$ cat config.mk
export PLATFORM = sky130hd
export DESIGN_NAME = fetch_unit
export DESIGN_NICKNAME = d
export VERILOG_FILES = /design/src/rtl/fetch_unit.sv
export SDC_FILE = /design/constraint.sdc
export NUM_CORES = 1
export LEC_CHECK = 0
export ABC_AREA = 1
export CAP_MARGIN = 25
export CORE_UTILIZATION = 45
export CTS_BUF_LIST = sky130_fd_sc_hd__clkbuf_4 sky130_fd_sc_hd__clkbuf_8
export CTS_CLUSTER_DIAMETER = 60
export CTS_CLUSTER_SIZE = 20
export DETAILED_ROUTE_END_ITERATION = 6
export DONT_BUFFER_PORTS = 1
export HOLD_SLACK_MARGIN = 0.15
export PLACE_DENSITY_LB_ADDON = 0.08
export SETUP_SLACK_MARGIN = 0.15
export SLEW_MARGIN = 20
export SYNTH_ARGS = -nofsm -noshare
export SYNTH_HDL_FRONTEND = slang
export SYNTH_SLANG_ARGS = --single-unit
$ cat constraint.sdc
create_clock -name clk -period 4.95 [get_ports clk]
set_input_delay 0.99 -clock clk [delete_from_list [all_inputs] [get_ports clk]]
set_output_delay 0.99 -clock clk [all_outputs]
set_load 0.03 [all_outputs]
$ cat src/rtl/fetch_unit.sv
// Instruction-fetch stage: owns the PC, drives a multi-cycle instruction memory
// and holds the IF/ID register consumed by decode.
module fetch_unit #(
    parameter logic [15:0] RESET_PC  = 16'h0000,
    parameter logic [15:0] NOP_INSTR = 16'h0800
) (
    input  logic        clk,
    input  logic        rst,
    output logic        imem_req,
    output logic [15:0] imem_addr,
    input  logic [15:0] imem_rdata,
    input  logic        imem_ready,
    input  logic        stall,
    input  logic [2:0]  PCSrc,
    input  logic [15:0] PC_2_I,
    input  logic [15:0] PC_2_D,
    input  logic [15:0] reg_target,
    input  logic        fetch_enable,
    output logic [15:0] instruction,
    output logic [15:0] PC_2,
    output logic        if_valid,
    output logic        halted,
    output logic        err
);

    localparam logic [1:0] S_FETCH   = 2'd0;
    localparam logic [1:0] S_CAPTURE = 2'd1;
    localparam logic [1:0] S_SQUASH  = 2'd2;
    localparam logic [1:0] S_HALTED  = 2'd3;

    logic [1:0]  state, state_nxt;
    logic [15:0] pc, pc_nxt;
    logic [15:0] hold_word, hold_word_nxt;
    logic [15:0] sq_target, sq_target_nxt;
    logic [15:0] instr_nxt, pc_2_nxt;
    logic        valid_nxt, err_nxt;

    logic        fetch_done, word_avail, do_halt, src_taken, do_redirect;
    logic [15:0] word, pc_inc, target;

    function automatic logic [15:0] sel_target(input logic [1:0] sel,
                                               input logic [15:0] t_i,
                                               input logic [15:0] t_d,
                                               input logic [15:0] t_r);
        case (sel)
            2'b01:   return t_i;
            2'b10:   return t_d;
            default: return t_r;
        endcase
    endfunction

    // Request is live in FETCH and SQUASH; reset forces it low immediately.
    assign imem_req  = rst & ((state == S_FETCH) | (state == S_SQUASH));
    assign imem_addr = pc;
    assign halted    = (state == S_HALTED);

    assign fetch_done  = (state == S_FETCH) & imem_ready;
    assign word_avail  = (state == S_CAPTURE) | fetch_done;
    assign word        = (state == S_CAPTURE) ? hold_word : imem_rdata;
    assign pc_inc      = pc + 16'd2;
    assign do_halt     = if_valid & ~fetch_enable;
    assign src_taken   = if_valid & ~stall & (PCSrc != 3'b000);
    assign do_redirect = src_taken & ~PCSrc[2];
    assign target      = sel_target(PCSrc[1:0], PC_2_I, PC_2_D, reg_target);

    always_comb begin
        state_nxt     = state;
        pc_nxt        = pc;
        hold_word_nxt = hold_word;
        sq_target_nxt = sq_target;
        instr_nxt     = instruction;
        pc_2_nxt      = PC_2;
        valid_nxt     = if_valid;
        err_nxt       = err;

        if (state == S_HALTED) begin
            valid_nxt = 1'b0;
        end else if (do_halt) begin
            // HALT stays visible in IF/ID; any in-flight response is abandoned.
            state_nxt = S_HALTED;
            valid_nxt = 1'b0;
        end else begin
            if (src_taken && PCSrc[2])
                err_nxt = 1'b1;

            if (do_redirect) begin
                instr_nxt = NOP_INSTR;
                valid_nxt = 1'b0;
                if (state == S_FETCH && !imem_ready) begin
                    state_nxt     = S_SQUASH;
                    sq_target_nxt = target;
                end else begin
                    state_nxt = S_FETCH;
                    pc_nxt    = target;
                end
            end else if (state == S_SQUASH) begin
                if (!stall) begin
                    instr_nxt = NOP_INSTR;
                    valid_nxt = 1'b0;
                end
                // imem_addr must stay on the old PC until the stale word returns.
                if (imem_ready) begin
                    state_nxt = S_FETCH;
                    pc_nxt    = sq_target;
                end
            end else if (stall) begin
                if (fetch_done) begin
                    state_nxt     = S_CAPTURE;
                    hold_word_nxt = imem_rdata;
                end
            end else if (word_avail) begin
                instr_nxt = word;
                pc_2_nxt  = pc_inc;
                valid_nxt = 1'b1;
                pc_nxt    = pc_inc;
                state_nxt = S_FETCH;
            end else begin
                instr_nxt = NOP_INSTR;
                valid_nxt = 1'b0;
            end
        end
    end

    // IF/ID boundary and control state
    always_ff @(posedge clk or negedge rst) begin
        if (!rst) begin
            state       <= S_FETCH;
            pc          <= RESET_PC;
            instruction <= NOP_INSTR;
            PC_2        <= 16'h0000;
            if_valid    <= 1'b0;
            err         <= 1'b0;
        end else begin
            state       <= state_nxt;
            pc          <= pc_nxt;
            instruction <= instr_nxt;
            PC_2        <= pc_2_nxt;
            if_valid    <= valid_nxt;
            err         <= err_nxt;
        end
    end

    always_ff @(posedge clk) begin
        hold_word <= hold_word_nxt;
        sq_target <= sq_target_nxt;
    end

endmodule

-- After elaboration in Yosys (flattened, before gate mapping)
Cells that the tools add are included.
- register bits: 84
- latch bits: 0
- RAM bits: 0
- bits in read-only memories: 0
- logic and storage cells: 78
- memories kept: 0
- add/subtract/negate cells: 1
- multiply operators: 0
- div/mod/pow operators: 0
- order comparisons: 0
- equal/unequal tests: 12
- shift-type cells: 0
- multiplexer cells: 28
- bitwise logic cells: 15
- reduce and logical (&&, ||, !) cells: 14
- operators by type and width (kind ; count):
    16-bit 2-to-1 mux ; 12
    16-bit one-hot mux with 2 select lines ; 1
    6-bit AND reduction ; 3
    16-bit by 2-bit adder with 16-bit output, second input constant ; 1
    2-bit 2-to-1 mux ; 8
    4-bit AND reduction ; 2
    1-bit 2-to-1 mux ; 7
    1-bit NOT ; 7
    1-bit AND ; 6
    2-bit equality test, second input constant ; 3
    3-bit AND reduction ; 2
    3-bit nonzero test ; 2
    5-bit by 1-bit != test with 1-bit output, second input constant ; 1
    5-bit nonzero test ; 1
    2-bit by 1-bit equality test with 1-bit output, second input constant ; 2
    4-bit by 1-bit != test with 1-bit output, second input constant ; 1
    4-bit != test, second input constant ; 1
    3-bit by 1-bit != test with 1-bit output, second input constant ; 1
    3-bit != test, second input constant ; 1
    1-bit logical AND ; 2
    2-bit zero test ; 1
    2-bit by 1-bit != test with 1-bit output, second input constant ; 1
    2-bit != test, second input constant ; 1
    1-bit OR ; 2
    1-bit zero test ; 1

-- Longest topological paths before layout
Gate-level depths: netlist of the first run.
- word-level depth: 9
- mapped depth: 13
- gate-level depth less buffers: 12

-- Worst setup path before layout of the first run
No wires, ideal clock.
- path kind: input-to-reg
- start point: input port PCSrc[0]
- end point: register sq_target[0], enable pin
- library setup time: 0.388 ns
- arrival time: 2.276 ns
- path slack: 2.286 ns
- stages: 7
- buffers on the path: 0
- path through: inv_1 ha_1 inv_1 nand2_1 nor2_4 nand2_1 nor2_1
- word-level cells in the longest chain between the ends: 4
- ends and longest elaborated chain (element ; RTL line ; RTL):
    start: declaration ; 14 ; input logic [2:0] PCSrc,
    3-bit nonzero test ; 62 ; assign src_taken = if_valid & ~stall & (PCSrc != 3'b000);
    1-bit AND ; 62 ;
    1-bit AND ; 63 ; assign do_redirect = src_taken & ~PCSrc[2];
    4-bit AND reduction (no source line) ; -- ;
    end signal: assignment ; 145 ; sq_target <= sq_target_nxt;
    end: declaration ; 34 ; logic [15:0] sq_target, sq_target_nxt;
Every way passes these cells.
A chain may end at the register's enable or synchronous reset.

-- Worst setup path in the final report of the first run
- start point: input port PCSrc[0]
- end point: register pc[12], in the netlist imem_addr[12]
- word-level cells in the longest chain between the ends: 5
- elaborated cells between the ends (all ways): 13
- those cells by class: 5 x eq/ne; 3 x mux; 2 x bitwise; 3 x reduce/logical
- ends and longest elaborated chain (element ; RTL line ; RTL):
    3-bit nonzero test ; 62 ;
    1-bit AND ; 62 ;
    1-bit AND ; 63 ;
    3-bit by 1-bit != test with 1-bit output (no source line), or another cell as far along ; -- ;
    6-bit AND reduction (no source line) ; -- ;
    end signal: assignment ; 135 ; pc <= pc_nxt;
    end: declaration ; 32 ; logic [15:0] pc, pc_nxt;
Parallel ways exist; a longest one is shown, timed or not. The select of a mux whose other input is x is not followed.

==> run_results.csv, run 1 <==
group,metric,value,unit
setup_path,crit_type,"in -> reg",
clocking,clkTransAtPathRegs,90,ps
sta,slew_viol_final,0,
sta,hold_ws,317,ps
setup_path,reg2reg_depth,9,
routing,drtIter0Drc,141,
floorplanning,start_util,46.6,%
setup_path,r2r_start,"if_valid",
sta,final.period_utilization,52.5,%
sta,period_needed,2600,ps
setup_path,cp-end-kind,"flop",
routing,dr_wl_met3,847,µm
routing,top_layer,"met4",
sta,timing.setup.tns,0,ps
logic_synthesis,synth_area,4310,µm²
place,routabilityCongestion,0.843,
routing,routedWlPerCell,15.4,µm
final_layout,multiInputGateArea,1780,µm²
routing,met2_length,4160,µm
clocking,root_buffer,"clkbuf_8",
sta,worst_pin_slew,865,ps
routing,drcViolationCount,0,
routing,vias_per_cell,5.19,
clocking,clock_sinks,84,
setup_path,cp_slowest_cell,"nor2_2",
floorplanning,die_x,99.9,µm
setup_path,crit_chain,"inv_1, ha_1, inv_1, nand2_1, nor2_4, nor2_4, nand2_2, inv_2, nor2_2, nand3_1, nand2_1, inv_1",
logic_synthesis,synth_seq_cells,84,
setup_path,required,5200,ps
clocking,cts_resized,0,
routing,drt_pass1_iterations,4,
final_layout,finalNonFillerCells,639,
final_layout,final_nets,581,
sta,max_slew_margin,42.3,%
clocking,cts_buffer_depth,2,
run,drv_cap,0,
place,place_inst,623,
sta,clock_skew,8.55,ps
floorplanning,num_io_pins,124,
clocking,cts_setup_buffers,0,
run_status,status,"finished clean",
sta,setup_viol,0,
place,pre_cts_ws,1960,ps
grt,antenna_found_initial,0,
sta,layout_setup_ws,2350,ps
floorplanning,floorplan.die_area,9970,µm²
place,io_buffer_count,0,
logic_synthesis,ys_seq_area_share,52.5,%
power,vdd.ir_drop.worst,0.000142,V
sta,hold_violations,0,
sta,achievable-frequency,0.385,GHz
setup_path,crit_buf_inv,4,
grt,grt_pass1_wl,15800,µm
setup_path,slowest_delay,590,ps
final_layout,seqCellArea,2260,µm²
routing,via_count,3315,
clocking,clk_latency,350,ps
floorplanning,core,9240,µm²
place,hpwl,7020,µm
logic_synthesis,synth_warnings,0,
routing,ant_nets,0,
power,power_leakage,2.18,nW
clocking,cts_tree,"yes",
final_layout,drive_gt1_share,7.45,%
setup_path,crit_top_cell,"inv_1",
logic_synthesis,syn_inst,513,
grt,grt_pass1_vias,3092,
clocking,cts_buffers,9,
hold_path,hp-class,"in -> async",
final_layout,area_growth,6.53,%
floorplanning,die_h,99.9,µm
grt,grt_overflow,0,
grt,grt_use_total,20.7,%
power,p_per_area,290,nW/µm²
setup_path,critPathTopFamily,"simple AND/OR/NAND/NOR gates",
setup_path,cp-start-kind,"input pin",
final_layout,diodes,0,
final_layout,num-fill-cells,911,
sta,grt_setup_unrepaired,"false",
routing,drt_wl_total,9810,µm
routing,wl_met1,4710,µm
logic_synthesis,synth_nets,589,
setup_path,cp.arrival,2850,ps
setup_path,r2r_slack,2570,ps
clocking,cts_hold_buf,0,
logic_synthesis,ys_types,33,
setup_path,worstReg2RegEnd,"imem_addr[12]",
setup_path,crit_path_max_fanout,20,
logic_synthesis,synth_area_per_cell,8.40,µm²
floorplanning,num_rows,35,
grt,grt_max_degree,54,
clocking,htree_num_levels,3,
## where the power goes
part / switching, W / internal [W] / leakage, nW
Combinational: 0.0000324 / 0.0000185 / 1.11
Clock: 0.000267 / 0.000288 / 0.110
Sequential: 0 / 0.000725 / 0.961
## cell usage in the layout, fill, tap and decap left out
master      netlist  layout
nand2_1         183     183
dfrtp_1          51      51
nand3_1          43      43
nor2_1           43      42
inv_1            33      33
edfxtp_1         32      32
o21ai_1          20      20
o21ai_0          15      15
mux2i_1          15      15
clkbuf_8          0       9
a31oi_1           8       8
inv_2             6       6
a21oi_1           6       6
nand4_1           5       5
xor2_1            5       5
ha_1              4       4
o21a_1            3       3
nor2_4            3       3
nor2_2            2       3
nand2_4           2       2
nand2_2           2       2
o211ai_1          2       2
o21bai_1          2       2
inv_6             0       2
bufinv_16         0       2
buf_4             5       2
nor3_2            0       1
nand3_2           1       1
o31ai_1           1       1
o41ai_1           1       1
a31o_2            1       1
a22oi_1           1       1
clkinvlp_4        0       1
clkinv_2          0       1
clkinv_4          0       1
dfstp_2           1       1
## cell type report
cell class,instances,share of cell area [%]
tap,129,3.51
sequential,84,49.3
inverter,39,3.19
timing repair buffer,2,0.327
clock inverter,7,2.15
clock buffer,9,2.70
multi-input combinational,369,38.8
## routing by layer
metal,GRT usage [%],vias to the layer above
met3,6.82,8
met5,0,-
met1,29.2,1523
met2,30.5,127
li1,-,1657
met4,5.66,0
## logic make-up after synthesis
group	synth area share [%]
flip-flops	52.5
multiplexers	3.48
XOR/XNOR	1.02
AO/OA/AOI/OAI	7.90
AND/OR/NAND/NOR	27.6
adder cells (fa/ha/maj)	1.16
buffers and inverters	6.30
## how the worst max path moves through the flow
stage | start | endpoint | cells past startpoint
2_1_floorplan | PCSrc[0] | sq_target[0] | 7
3_3_place_gp | PCSrc[0] | imem_addr[12] | 12
3_5_place_dp | PCSrc[0] | imem_addr[12] | 12
4_1_cts | PCSrc[0] | imem_addr[12] | 12
5_1_grt | PCSrc[0] | imem_addr[12] | 12
6_report | PCSrc[0] | imem_addr[12] | 12
## Yosys cell counts
cell        n  area (µm²)
nand2_2     2        12.5
inv_2       6        22.5
nand2_1   183         687
o21ai_0    15        75.1
a21oi_1     6        30.0
nor3_1      1        5.00
o211ai_1    2        15.0
a31o_2      1        8.76
dfstp_2     1        26.3
o21a_1      3        22.5
o41ai_1     1        8.76
nand2_4     2        22.5
a31oi_1     8        50.1
o21ai_1    20         100
mux2i_1    15         150
o21bai_1    2        15.0
clkbuf_1    4        15.0
nor2_1     43         161
nor2_4      3        33.8
a22oi_1     1        7.51
ha_1        4        50.1
nand3_1    43         215
edfxtp_1   32         961
buf_2      10        50.1
nand4_1     5        31.3
o31ai_1     1        7.51
dfrtp_1    51        1280
buf_4       5        37.5
nor2_2      2        12.5
xor2_1      5        43.8
buf_6       2        22.5
inv_1      33         124
nand3_2     1        10.0
## state kept, by name (all words and copies together) (netlist names)
register     count
hold_word       16
if_valid         1
state            2
err              1
PC_2            16
sq_target       16
imem_addr       16
instruction     16
## stage by stage
stage	util [%]	power, W	instance area [µm²]
5_1_grt	49.7	0.00139	4590
3_3_place_gp	47.3	0.000789	4370
2_1_floorplan	-	0.000783	4310
6_report	49.7	0.00133	4590
3_5_place_dp	47.3	0.000791	4370
4_1_cts	49.7	0.00135	4590
Note: power is estimated with default switching activity, not from simulation.
==> run 2: changes to the inputs <==
- clock period: 4.95 -> 2.3 ns (I/O delays scaled with it)
==> run 2 against run 1 <==
  * Die area unchanged
  * Sequential share of layout area is 1.3 points lower
  * Sequential power grew 120%
  * Hold slack got worse by 130 ps
  * Via count grew 2.4%
  * Design area rose by 2.7%
  * Critical path depth down 1
  * Count of clock-buffer cells in the layout rose by 1
  * Global-route usage up 0.45 points
  * First-iteration DRC count is 23% higher
  * Clock skew increased by 5.4 ps
  * Non-clock buffer count rose by 18
==> run_results.csv, run 2 (synthesized netlist as in run 1, its figures left out) <==
group,metric,value,unit
final_layout,multiInputGateArea,1780,µm²
clocking,cts_tree,"yes",
sta,clock_skew,13.9,ps
routing,drtIter0Drc,174,
floorplanning,die_x,99.9,µm
sta,worst_pin_slew,566,ps
sta,grt_setup_unrepaired,"false",
power,power_frac_comb,5.1,%
grt,grt_use_total,21.1,%
setup_path,crit_type,"reg -> reg",
floorplanning,core,9240,µm²
routing,vias_per_cell,5.16,
routing,via_count,3393,
place,pre_cts_ws,266,ps
final_layout,num-fill-cells,882,
grt,grt_overflow,0,
power,internal_power,0.00202,W
sta,max_slew_margin,62.1,%
run,drv_cap,0,
final_layout,layout_common_cells,"nand2_1 (183), dfrtp_1 (51), nor2_1 (43), nand3_1 (43), inv_1 (33)",
final_layout,final_common_cell,"nand2_1",
setup_path,cp-end-kind,"flop",
place,io_buffer_count,0,
routing,drcViolationCount,0,
routing,routedWlPerCell,15.4,µm
floorplanning,num_rows,35,
final_layout,area_growth,9.40,%
clocking,clock_sinks,84,
sta,layout_setup_ws,454,ps
grt,grt_pass1_vias,3155,
run_status,status,"finished clean",
clocking,clk_latency,360,ps
clocking,clkTransAtPathRegs,90,ps
power,p_per_area,565,nW/µm²
final_layout,diodes,0,
routing,drt_pass1_iterations,4,
setup_path,crit_path_max_fanout,20,
sta,hold_violations,0,
power,power_switching_share,24.2,%
setup_path,cp.arrival,2100,ps
final_layout,drive_gt1_share,10.2,%
final_layout,seqCellArea,2260,µm²
grt,antenna_found_initial,0,
sta,period_needed,1850,ps
floorplanning,die_h,99.9,µm
final_layout,final_nets,599,
place,hpwl,7280,µm
power,p_sw,0.000646,W
final_layout,fin_util,51.0,%
routing,drt_wl_total,10100,µm
sta,setup_viol,0,
clocking,cts_buffer_depth,2,
clocking,root_buffer,"clkbuf_8",
floorplanning,start_util,46.6,%
floorplanning,num_io_pins,124,
power,power_leakage,2.25,nW
hold_path,hp-class,"in -> reg",
grt,grt_pass1_wl,16000,µm
setup_path,r2r_slack,450,ps
place,routabilityCongestion,0.891,
setup_path,required,2550,ps
sta,final.period_utilization,80.3,%
clocking,cts_buffers,9,
setup_path,cp-start-kind,"flop",
sta,hold_ws,186,ps
grt,grt_max_degree,53,
power,pwr-share-seq,58.6,%
routing,ant_nets,0,
power,vdd.ir_drop.worst,0.000222,V
sta,slew_viol_final,0,
sta,achievable-frequency,0.542,GHz
sta,timing.setup.tns,0,ps
floorplanning,floorplan.die_area,9970,µm²
clocking,htree_num_levels,3,
clocking,cts_resized,0,
power,clkPwrFrac,36.4,%
## run 2: power by group through the flow
stage | Sequential, W | Clock [W] | Combinational (W)
after global placement | 0.00159 | 0 | 0.000106
after global routing | 0.00156 | 0.00105 | 0.000157
after floorplan | 0.00159 | 0 | 0.0000922
after detailed placement | 0.00159 | 0 | 0.000110
final | 0.00156 | 0.000969 | 0.000135
after CTS | 0.00156 | 0.00100 | 0.000136
## run 2: through the flow
step	instances	total power [W]	cell area (µm²)
after global routing	657	0.00277	4720
after CTS	655	0.00270	4700
after detailed placement	637	0.00170	4480
after global placement	637	0.00170	4480
final	657	0.00267	4720
after floorplan	513	0.00169	4320
## run 2: per-layer routing
metal | vias up | share of wire (%) | track usage [%]
met4 | 0 | 1.6 | 8.37
met5 | - | 0 | 0
met1 | 1551 | 49 | 30.9
li1 | 1693 | - | -
met3 | 14 | 7.7 | 5.01
met2 | 135 | 42 | 30.1
## run 2: area by class of cell
class	instances	share of cell area [%]
clock buffers	10	2.79
clock inverters	6	1.01
inverters	39	3.10
multi-input cells	369	37.8
flip-flops and latches	84	48.0
well taps	129	3.42
repair buffers	20	3.93
## run 2: critical path, cell delays in order (launching register included)
cell     delay, ps
dfrtp_1        430
inv_1          110
nor2_1         140
nand2_1        100
buf_4          170
nand3_1        130
nand3_1         90
nor2_1          90
buf_4          260
nand3_1        110
nand2_1         70
inv_1           30
## run 2: path summary, 6_finish.rpt
kind / startpoint / cells after the start / end
setup / recovery: if_valid / 11 / imem_addr[11]
hold / removal: imem_rdata[2] / 0 / hold_word[2]
setup reg to reg: if_valid / 11 / imem_addr[11]
hold reg to reg: hold_word[8] / 2 / instruction[8]
max in group asynchronous: rst / 2 / instruction[11]
min in group asynchronous: rst / 2 / instruction[6]
## run 2: timing repair
item                                   4_1_cts  5_1_grt
setup endpoints to repair                    0        8
hold buffers                                 2        0
buffers inserted                             0        2
endpoints found under the hold margin       52        0
